==> src/rtl/adder_pkg.sv <==
// Shared types and elaboration helpers for the serial chunk adder.
// Sizing functions are evaluated at elaboration time by the top module.
package adder_pkg;

  typedef enum logic [1:0] {
    IDLE = 2'd0,
    RUN  = 2'd1,
    DONE = 2'd2
  } state_e;

  function automatic int num_chunks(input int width, input int chunk);
    return width / chunk;
  endfunction

  // The chunk index counter is never narrower than one bit, even when N == 1.
  function automatic int cnt_width(input int width, input int chunk);
    int n;
    n = width / chunk;
    return (n > 1) ? $clog2(n) : 1;
  endfunction

  function automatic bit cfg_ok(input int width, input int chunk);
    return (chunk >= 1) && (chunk <= width) && ((width % chunk) == 0);
  endfunction

endpackage

==> src/rtl/serial_chunk_adder_if.sv <==
// Operand/result handshake bundle for serial_chunk_adder.
// master = operand source plus result consumer, slave = the adder.
interface serial_chunk_adder_if #(
  parameter int WIDTH = 32
);
  logic             in_valid;
  logic             in_ready;
  logic [WIDTH-1:0] a;
  logic [WIDTH-1:0] b;
  logic             cin;
  logic             sub;
  logic             out_valid;
  logic             out_ready;
  logic [WIDTH-1:0] sum;
  logic             cout;
  logic             ovf;

  modport master (
    output in_valid, a, b, cin, sub, out_ready,
    input  in_ready, out_valid, sum, cout, ovf
  );

  modport slave (
    input  in_valid, a, b, cin, sub, out_ready,
    output in_ready, out_valid, sum, cout, ovf
  );
endinterface

==> src/rtl/chunk_adder.sv <==
// Combinational CHUNK-bit ripple adder built from full_adder cells.
// Exposes the carry into the top bit so the caller can derive signed overflow.
module chunk_adder #(
  parameter int CHUNK = 8
) (
  input  logic [CHUNK-1:0] a_c,
  input  logic [CHUNK-1:0] b_c,
  input  logic             c_in,
  output logic [CHUNK-1:0] s_c,
  output logic             c_msb_in,
  output logic             c_out
);
  logic [CHUNK:0] w_c;

  assign w_c[0] = c_in;

  for (genvar i = 0; i < CHUNK; i++) begin : g_bit
    full_adder u_fa (
      .a  (a_c[i]),
      .b  (b_c[i]),
      .ci (w_c[i]),
      .s  (s_c[i]),
      .co (w_c[i+1])
    );
  end

  assign c_msb_in = w_c[CHUNK-1];
  assign c_out    = w_c[CHUNK];
endmodule

==> src/rtl/full_adder.sv <==
// The team's 1-bit full adder cell.
module full_adder (
  input  logic a,
  input  logic b,
  input  logic ci,
  output logic s,
  output logic co
);
  assign s  = a ^ b ^ ci;
  assign co = (a & b) | (ci & (a ^ b));
endmodule

==> src/rtl/serial_chunk_adder.sv <==
// Multi-cycle adder/subtractor: WIDTH bits processed CHUNK bits per clock
// through one reused chunk_adder, with the carry registered between chunks.
module serial_chunk_adder
  import adder_pkg::*;
#(
  parameter int WIDTH = 32,
  parameter int CHUNK = 8
) (
  input  logic                 clk,
  input  logic                 rst_n,
  serial_chunk_adder_if.slave  bus
);
  localparam int N  = num_chunks(WIDTH, CHUNK);
  localparam int CW = cnt_width(WIDTH, CHUNK);

  if (!cfg_ok(WIDTH, CHUNK)) begin : g_bad_cfg
    $error("serial_chunk_adder: WIDTH must be a non-zero multiple of CHUNK");
  end

  state_e           r_state;
  logic [WIDTH-1:0] r_a;
  logic [WIDTH-1:0] r_b;
  logic             r_carry;
  logic [CW-1:0]    r_k;
  logic [WIDTH-1:0] r_sum;
  logic             r_cout;
  logic             r_ovf;
  logic             r_in_ready;
  logic             r_out_valid;

  logic [CHUNK-1:0] w_s_c;
  logic             w_c_msb_in;
  logic             w_c_out;
  logic             w_last;

  assign w_last = (r_k == CW'(N - 1));

  chunk_adder #(.CHUNK(CHUNK)) u_chunk (
    .a_c      (r_a[int'(r_k)*CHUNK +: CHUNK]),
    .b_c      (r_b[int'(r_k)*CHUNK +: CHUNK]),
    .c_in     (r_carry),
    .s_c      (w_s_c),
    .c_msb_in (w_c_msb_in),
    .c_out    (w_c_out)
  );

  // NOTE: non-blocking assignments throughout so every register samples
  // pre-edge values; blocking here would chain updates within one edge.
  always_ff @(posedge clk or negedge rst_n) begin
    if (!rst_n) begin
      r_state     <= IDLE;
      r_a         <= '0;
      r_b         <= '0;
      r_carry     <= 1'b0;
      r_k         <= '0;
      r_sum       <= '0;
      r_cout      <= 1'b0;
      r_ovf       <= 1'b0;
      r_in_ready  <= 1'b1;
      r_out_valid <= 1'b0;
    end else begin
      case (r_state)
        IDLE: begin
          if (bus.in_valid) begin
            // Subtraction is a + ~b + 1, so cin is overridden by sub.
            r_a        <= bus.a;
            r_b        <= bus.sub ? ~bus.b : bus.b;
            r_carry    <= bus.sub | bus.cin;
            r_k        <= '0;
            r_in_ready <= 1'b0;
            r_state    <= RUN;
          end
        end
        RUN: begin
          r_sum[int'(r_k)*CHUNK +: CHUNK] <= w_s_c;
          r_carry <= w_c_out;
          r_k     <= r_k + 1'b1;
          if (w_last) begin
            r_cout      <= w_c_out;
            r_ovf       <= w_c_msb_in ^ w_c_out;
            r_out_valid <= 1'b1;
            r_state     <= DONE;
          end
        end
        DONE: begin
          if (bus.out_ready) begin
            r_out_valid <= 1'b0;
            r_in_ready  <= 1'b1;
            r_state     <= IDLE;
          end
        end
        default: begin
          r_out_valid <= 1'b0;
          r_in_ready  <= 1'b1;
          r_state     <= IDLE;
        end
      endcase
    end
  end

  assign bus.in_ready  = r_in_ready;
  assign bus.out_valid = r_out_valid;
  assign bus.sum       = r_sum;
  assign bus.cout      = r_cout;
  assign bus.ovf       = r_ovf;
endmodule

==> src/flat_wrapper.sv <==
// flat-port wrapper written by rule: the top's interface ports become plain ports
module serial_chunk_adder_flat import adder_pkg::*;
#(
  parameter int WIDTH = 32,
  parameter int CHUNK = 8
)
  (clk, rst_n, bus_in_valid, bus_a, bus_b, bus_cin, bus_sub, bus_out_ready, bus_in_ready, bus_out_valid, bus_sum, bus_cout, bus_ovf);
  serial_chunk_adder_if #(.WIDTH(WIDTH)) bus_i ();
  input  logic clk;
  input  logic rst_n;
  input wire logic [$bits(bus_i.in_valid)-1:0] bus_in_valid;
  input wire logic [$bits(bus_i.a)-1:0] bus_a;
  input wire logic [$bits(bus_i.b)-1:0] bus_b;
  input wire logic [$bits(bus_i.cin)-1:0] bus_cin;
  input wire logic [$bits(bus_i.sub)-1:0] bus_sub;
  input wire logic [$bits(bus_i.out_ready)-1:0] bus_out_ready;
  output wire logic [$bits(bus_i.in_ready)-1:0] bus_in_ready;
  output wire logic [$bits(bus_i.out_valid)-1:0] bus_out_valid;
  output wire logic [$bits(bus_i.sum)-1:0] bus_sum;
  output wire logic [$bits(bus_i.cout)-1:0] bus_cout;
  output wire logic [$bits(bus_i.ovf)-1:0] bus_ovf;
  assign bus_i.in_valid = bus_in_valid;
  assign bus_i.a = bus_a;
  assign bus_i.b = bus_b;
  assign bus_i.cin = bus_cin;
  assign bus_i.sub = bus_sub;
  assign bus_i.out_ready = bus_out_ready;
  assign bus_in_ready = bus_i.in_ready;
  assign bus_out_valid = bus_i.out_valid;
  assign bus_sum = bus_i.sum;
  assign bus_cout = bus_i.cout;
  assign bus_ovf = bus_i.ovf;
  serial_chunk_adder #(.WIDTH(WIDTH), .CHUNK(CHUNK)) u_core (.clk(clk), .rst_n(rst_n), .bus(bus_i));
endmodule
==> config.mk <==
export PLATFORM = sky130hd
export DESIGN_NAME = serial_chunk_adder_flat
export DESIGN_NICKNAME = d
export VERILOG_FILES = /design/src/rtl/adder_pkg.sv /design/src/rtl/serial_chunk_adder_if.sv /design/src/rtl/chunk_adder.sv /design/src/rtl/full_adder.sv /design/src/rtl/serial_chunk_adder.sv /design/src/flat_wrapper.sv
export SDC_FILE = /design/constraint.sdc
export NUM_CORES = 1
export LEC_CHECK = 0
export CORE_ASPECT_RATIO = 2
export CORE_MARGIN = 3
export CORE_UTILIZATION = 25
export DETAILED_ROUTE_END_ITERATION = 12
export PLACE_DENSITY = 0.51
export SYNTH_ARGS = -nofsm -noshare
export SYNTH_HDL_FRONTEND = slang
export SYNTH_SLANG_ARGS = --single-unit
==> constraint.sdc <==
create_clock -name clk -period 5.7 [get_ports clk]
set_input_delay 0.855 -clock clk [delete_from_list [all_inputs] [get_ports clk]]
set_output_delay 0.855 -clock clk [all_outputs]
set_load 0.005 [all_outputs]
==> report_table.html <==
<table>
<tr><th>Metric</th><th>Value</th></tr>
<tr><th colspan="2">GRT</th></tr>
<tr><td>Largest net degree at the start of global routing</td><td>99</td></tr>
<tr><td>Global routing usage summed across all routing layers</td><td>0.121</td></tr>
<tr><td>Via count of the first global-routing pass</td><td>3,728</td></tr>
<tr><td>Wire length of the first global-routing pass</td><td>20,000 um</td></tr>
<tr><td>Antenna violations before repair</td><td>0</td></tr>
<tr><td>Total congestion overflow</td><td>0</td></tr>
<tr><th colspan="2">Yosys</th></tr>
<tr><td>Post-synthesis register bit count</td><td>105</td></tr>
<tr><td>Top flip-flop cell by instance count after synthesis</td><td>dfrtp_1</td></tr>
<tr><td>Synth warnings</td><td>0</td></tr>
<tr><td>Post-Syn Instances</td><td>446</td></tr>
<tr><td>Post-Syn Area</td><td>4910 um^2</td></tr>
<tr><td>Synth cell count leaders</td><td>139 x nand2_1, 104 x dfrtp_1, 37 x o21ai_0</td></tr>
<tr><td>Most common cell in the netlist</td><td>nand2_1</td></tr>
<tr><td>Number of library cell types mapped by synthesis</td><td>36</td></tr>
<tr><td>Async set-or-reset flop fraction in the synthesized netlist</td><td>1.00</td></tr>
<tr><td>Syn_nets</td><td>530</td></tr>
<tr><td>Sequential fraction of the synthesis area</td><td>0.536</td></tr>
<tr><td>Fraction of synthesized cell area taken by the top area cell type</td><td>0.530</td></tr>
<tr><td>Biggest area contributors in the synthesized netlist</td><td>dfrtp_1 53%, nand2_1 11%, mux4_2 7.3%</td></tr>
<tr><td>Number of enable flip-flop cells after synthesis</td><td>0</td></tr>
<tr><td>Library cell with the largest summed area after synthesis</td><td>dfrtp_1</td></tr>
<tr><td>Post-Syn Area per Cell</td><td>roughly 11 um^2</td></tr>
<tr><th colspan="2">CTS</th></tr>
<tr><td>Post-CTS Resized</td><td>0</td></tr>
<tr><td>H-tree levels</td><td>3</td></tr>
<tr><td>Hold-fix buffer count after cts</td><td>0</td></tr>
<tr><td>Clock latency on the worst-skew pair</td><td>350 ps</td></tr>
<tr><td>Sink Count</td><td>105</td></tr>
<tr><td>TritonCTS buffer count</td><td>9</td></tr>
<tr><td>Number of post-CTS setup repair buffers</td><td>0</td></tr>
<tr><td>Longest Clk Path Bufs</td><td>2</td></tr>
<tr><td>Clock tree from TritonCTS</td><td>done</td></tr>
<tr><td>CTS Root Buffer Type</td><td>clkbuf_16</td></tr>
<tr><td>Clock-pin transition on the worst setup and hold timing paths</td><td>70 ps</td></tr>
<tr><th colspan="2">Worst hold path</th></tr>
<tr><td>Class of the tightest hold or removal check</td><td>primary input to async pin</td></tr>
<tr><th colspan="2">Critical path</th></tr>
<tr><td>Worst EP arrival</td><td>5050 ps</td></tr>
<tr><td>Critical path startpoint category</td><td>flip-flop</td></tr>
<tr><td>Endpoint class of the critical path</td><td>flip-flop</td></tr>
<tr><td>Setup CP Type</td><td>flip-flop to flip-flop</td></tr>
<tr><td>Required time of the worst setup path</td><td>5930 ps</td></tr>
<tr><td>Crit path max fanout</td><td>14</td></tr>
<tr><th colspan="2">Routing</th></tr>
<tr><td>Vias per Instance</td><td>4.34</td></tr>
<tr><td>Total via count in the routed design</td><td>3,476</td></tr>
<tr><td>Per-cell routed wire length</td><td>15.9 um</td></tr>
<tr><td>Routed wire length</td><td>about 13,000 um</td></tr>
<tr><td>Number of remaining DRC errors</td><td>0</td></tr>
<tr><td>DRC violation total after the first TritonRoute iteration</td><td>roughly 130</td></tr>
<tr><td>Iteration count of the initial detailed-routing pass</td><td>5</td></tr>
<tr><td>Routed Antenna Nets</td><td>0</td></tr>
<tr><th colspan="2">STA</th></tr>
<tr><td>Worst-case headroom to the max-slew limit</td><td>0.335</td></tr>
<tr><td>Post-route setup slack</td><td>883 ps</td></tr>
<tr><td>Final-report setup violation count</td><td>0</td></tr>
<tr><td>Total Negative Setup Slacks</td><td>0 ps</td></tr>
<tr><td>Min Clock Period, post-route</td><td>4820 ps</td></tr>
<tr><td>Peak Freq</td><td>~0.21 GHz</td></tr>
<tr><td>Final cycle utilization of the critical path</td><td>0.845</td></tr>
<tr><td>Fin. Hold Viols</td><td>0</td></tr>
<tr><td>Hold slack</td><td>457 ps</td></tr>
<tr><td>Setup skew after layout</td><td>between 7 and 8 ps</td></tr>
<tr><td>Tightest Pin Transition</td><td>998 ps</td></tr>
<tr><td>Setup repair after global routing missed its margin</td><td>no</td></tr>
<tr><td>Final slew viol count</td><td>0</td></tr>
<tr><th colspan="2">Place</th></tr>
<tr><td>Post-detailed-placement half-perimeter wirelength</td><td>9960 um</td></tr>
<tr><td>Placer's final routability congestion estimate</td><td>roughly 0.83</td></tr>
<tr><td>Area after DPL</td><td>6160 um^2</td></tr>
<tr><td>Input/output buffers</td><td>105</td></tr>
<tr><td>Worst Setup Slack post-DPL</td><td>862 ps</td></tr>
<tr><th colspan="2">Run</th></tr>
<tr><td>Max-capacitance violation count</td><td>0</td></tr>
<tr><th colspan="2">Final layout</th></tr>
<tr><td>Total number of nets in the final design</td><td>between 600 and 700</td></tr>
<tr><td>Footprint of the multi-input gates</td><td>between 2000 and 2500 um^2</td></tr>
<tr><td>Post-route standard cell area excluding fillers</td><td>6480 um^2</td></tr>
<tr><td>Number of antenna repair diodes</td><td>0</td></tr>
<tr><td>Area growth from synthesis to final layout</td><td>32.1%</td></tr>
<tr><td>Proportion of layout cells with a drive suffix above 1</td><td>0.0806</td></tr>
<tr><td>Fillcell total</td><td>1,975</td></tr>
<tr><td>Sequential cell area</td><td>between 2000 and 3000 um^2</td></tr>
<tr><th colspan="2">Floorplanning</th></tr>
<tr><td>X dimension of the die</td><td>between 100 and 150 um</td></tr>
<tr><td>Number of rows created at floorplan</td><td>71</td></tr>
<tr><td>Ports</td><td>106</td></tr>
<tr><td>Initial core utilization</td><td>0.258</td></tr>
<tr><td>Height of the chip</td><td>a little over 200 um</td></tr>
<tr><td>Area of the die</td><td>21,400 um^2</td></tr>
<tr><td>Total core area</td><td>19,000 um^2</td></tr>
<tr><th colspan="2">Run status</th></tr>
<tr><td>Status</td><td>finished, final reports clean</td></tr>
<tr><th colspan="2">Power and ir drop</th></tr>
<tr><td>Worst ir drop on vdd</td><td>0.195 mV</td></tr>
<tr><td>Cell leakage power</td><td>2.81 nW</td></tr>
<tr><td>Total power per unit cell area</td><td>554 nW/um^2</td></tr>
</table>
## report_power, final
part	total (mW)	switching, mW	leakage [nW]	internal (mW)
clock network	0.667	0.280	0.145	0.387
logic	1.66	0.888	1.32	0.770
registers	1.27	0.213	1.34	1.05
total	3.59	1.38	2.81	2.21
## per-stage QoR
| step | std cells | power [mW] | util |
|---|---|---|---|
| 2_1_floorplan | 446 | 2.37 | - |
| 3_3_place_gp | 785 | 2.93 | 0.324 |
| 3_5_place_dp | 785 | 2.97 | 0.324 |
| 4_1_cts | 801 | 3.65 | 0.341 |
| 5_1_grt | 801 | 3.88 | 0.341 |
| 6_report | 801 | 3.59 | 0.341 |
## logic make-up after synthesis
kind of cell / after synthesis / synth area share
muxes: 17 / 0.0757
DFF: 105 / 0.536
and+or+nand+nor: 158 / 0.134
buffers and inverters: 46 / 0.0469
xor gates and xnor gates: 33 / 0.0589
AOI/OAI and AO/OA: 73 / 0.100
adders and majority gates: 14 / 0.0479
## layout make-up
type                            instances  area share
Sequential cell                       105       0.406
Multi-Input combinational cell        295       0.317
Timing Repair Buffer                  110       0.167
Tap cell                              255      0.0492
Clock buffer                           10      0.0353
Clock inverter                          6      0.0141
Inverter                               20      0.0116
## sequential cells by signal, indices dropped and copies added, names as in the netlist
name and flops:
u_core.bus.in_ready 1, u_core.r_carry 1, u_core.r_state 2, u_core.r_b 32
u_core.bus.ovf 1, u_core.r_a 32, u_core.r_k 2, u_core.bus.sum 32
u_core.bus.cout 1, u_core.bus.out_valid 1
## worst max-delay path, stage by stage, from the launching register on
cell     delay, ps
dfrtp_1        710
mux4_2         320
inv_1           60
fa_1           440
fa_1           400
fa_1           410
fa_1           420
inv_1           90
fa_1           160
inv_1           50
fa_1           440
fa_1           410
inv_1          100
fa_1           460
a22o_1         230
## routing by layer
| layer | up-vias | routed length, um | global-route usage |
|---|---|---|---|
| li1 | 1680 | - | - |
| met1 | 1688 | 4880 | 0.130 |
| met2 | 94 | 7090 | 0.231 |
| met3 | 14 | 458 | 0.0221 |
| met4 | 0 | 301 | 0.0460 |
| met5 | - | 0 | 0 |
## cells in the final DEF, fill, tap and decap left out, types with 2 or more instances in the layout
cell / instances
nand3b_1: 2
inv_1: 20
xnor2_1: 32
buf_4: 6
bufinv_16: 2
dfrtp_1: 104
clkinvlp_4: 3
ha_1: 6
nor2_1: 3
a21oi_1: 2
a22o_1: 6
clkdlybuf4s50_1: 103
o2bb2ai_1: 26
nand3_1: 2
nand2_1: 139
o21ai_0: 37
fa_1: 8
clkbuf_16: 9
mux4_2: 16
## path summary, 6_finish.rpt
path / startpoint / end / slack, ps / cells after the start
min reg2reg: u_core.r_a[20] / u_core.r_a[20] / 470 / 2
max reg2reg: u_core.r_k[1] / u_core.bus.sum[23] / 880 / 14
max in group asynchronous: rst_n / u_core.r_a[18] / 3990 / 2
max: u_core.r_k[1] / u_core.bus.sum[23] / 880 / 14
min in group clk: u_core.r_a[20] / u_core.r_a[20] / 470 / 2
min: rst_n / u_core.r_b[21] / 460 / 1
Power figures use the tool's default switching activity.
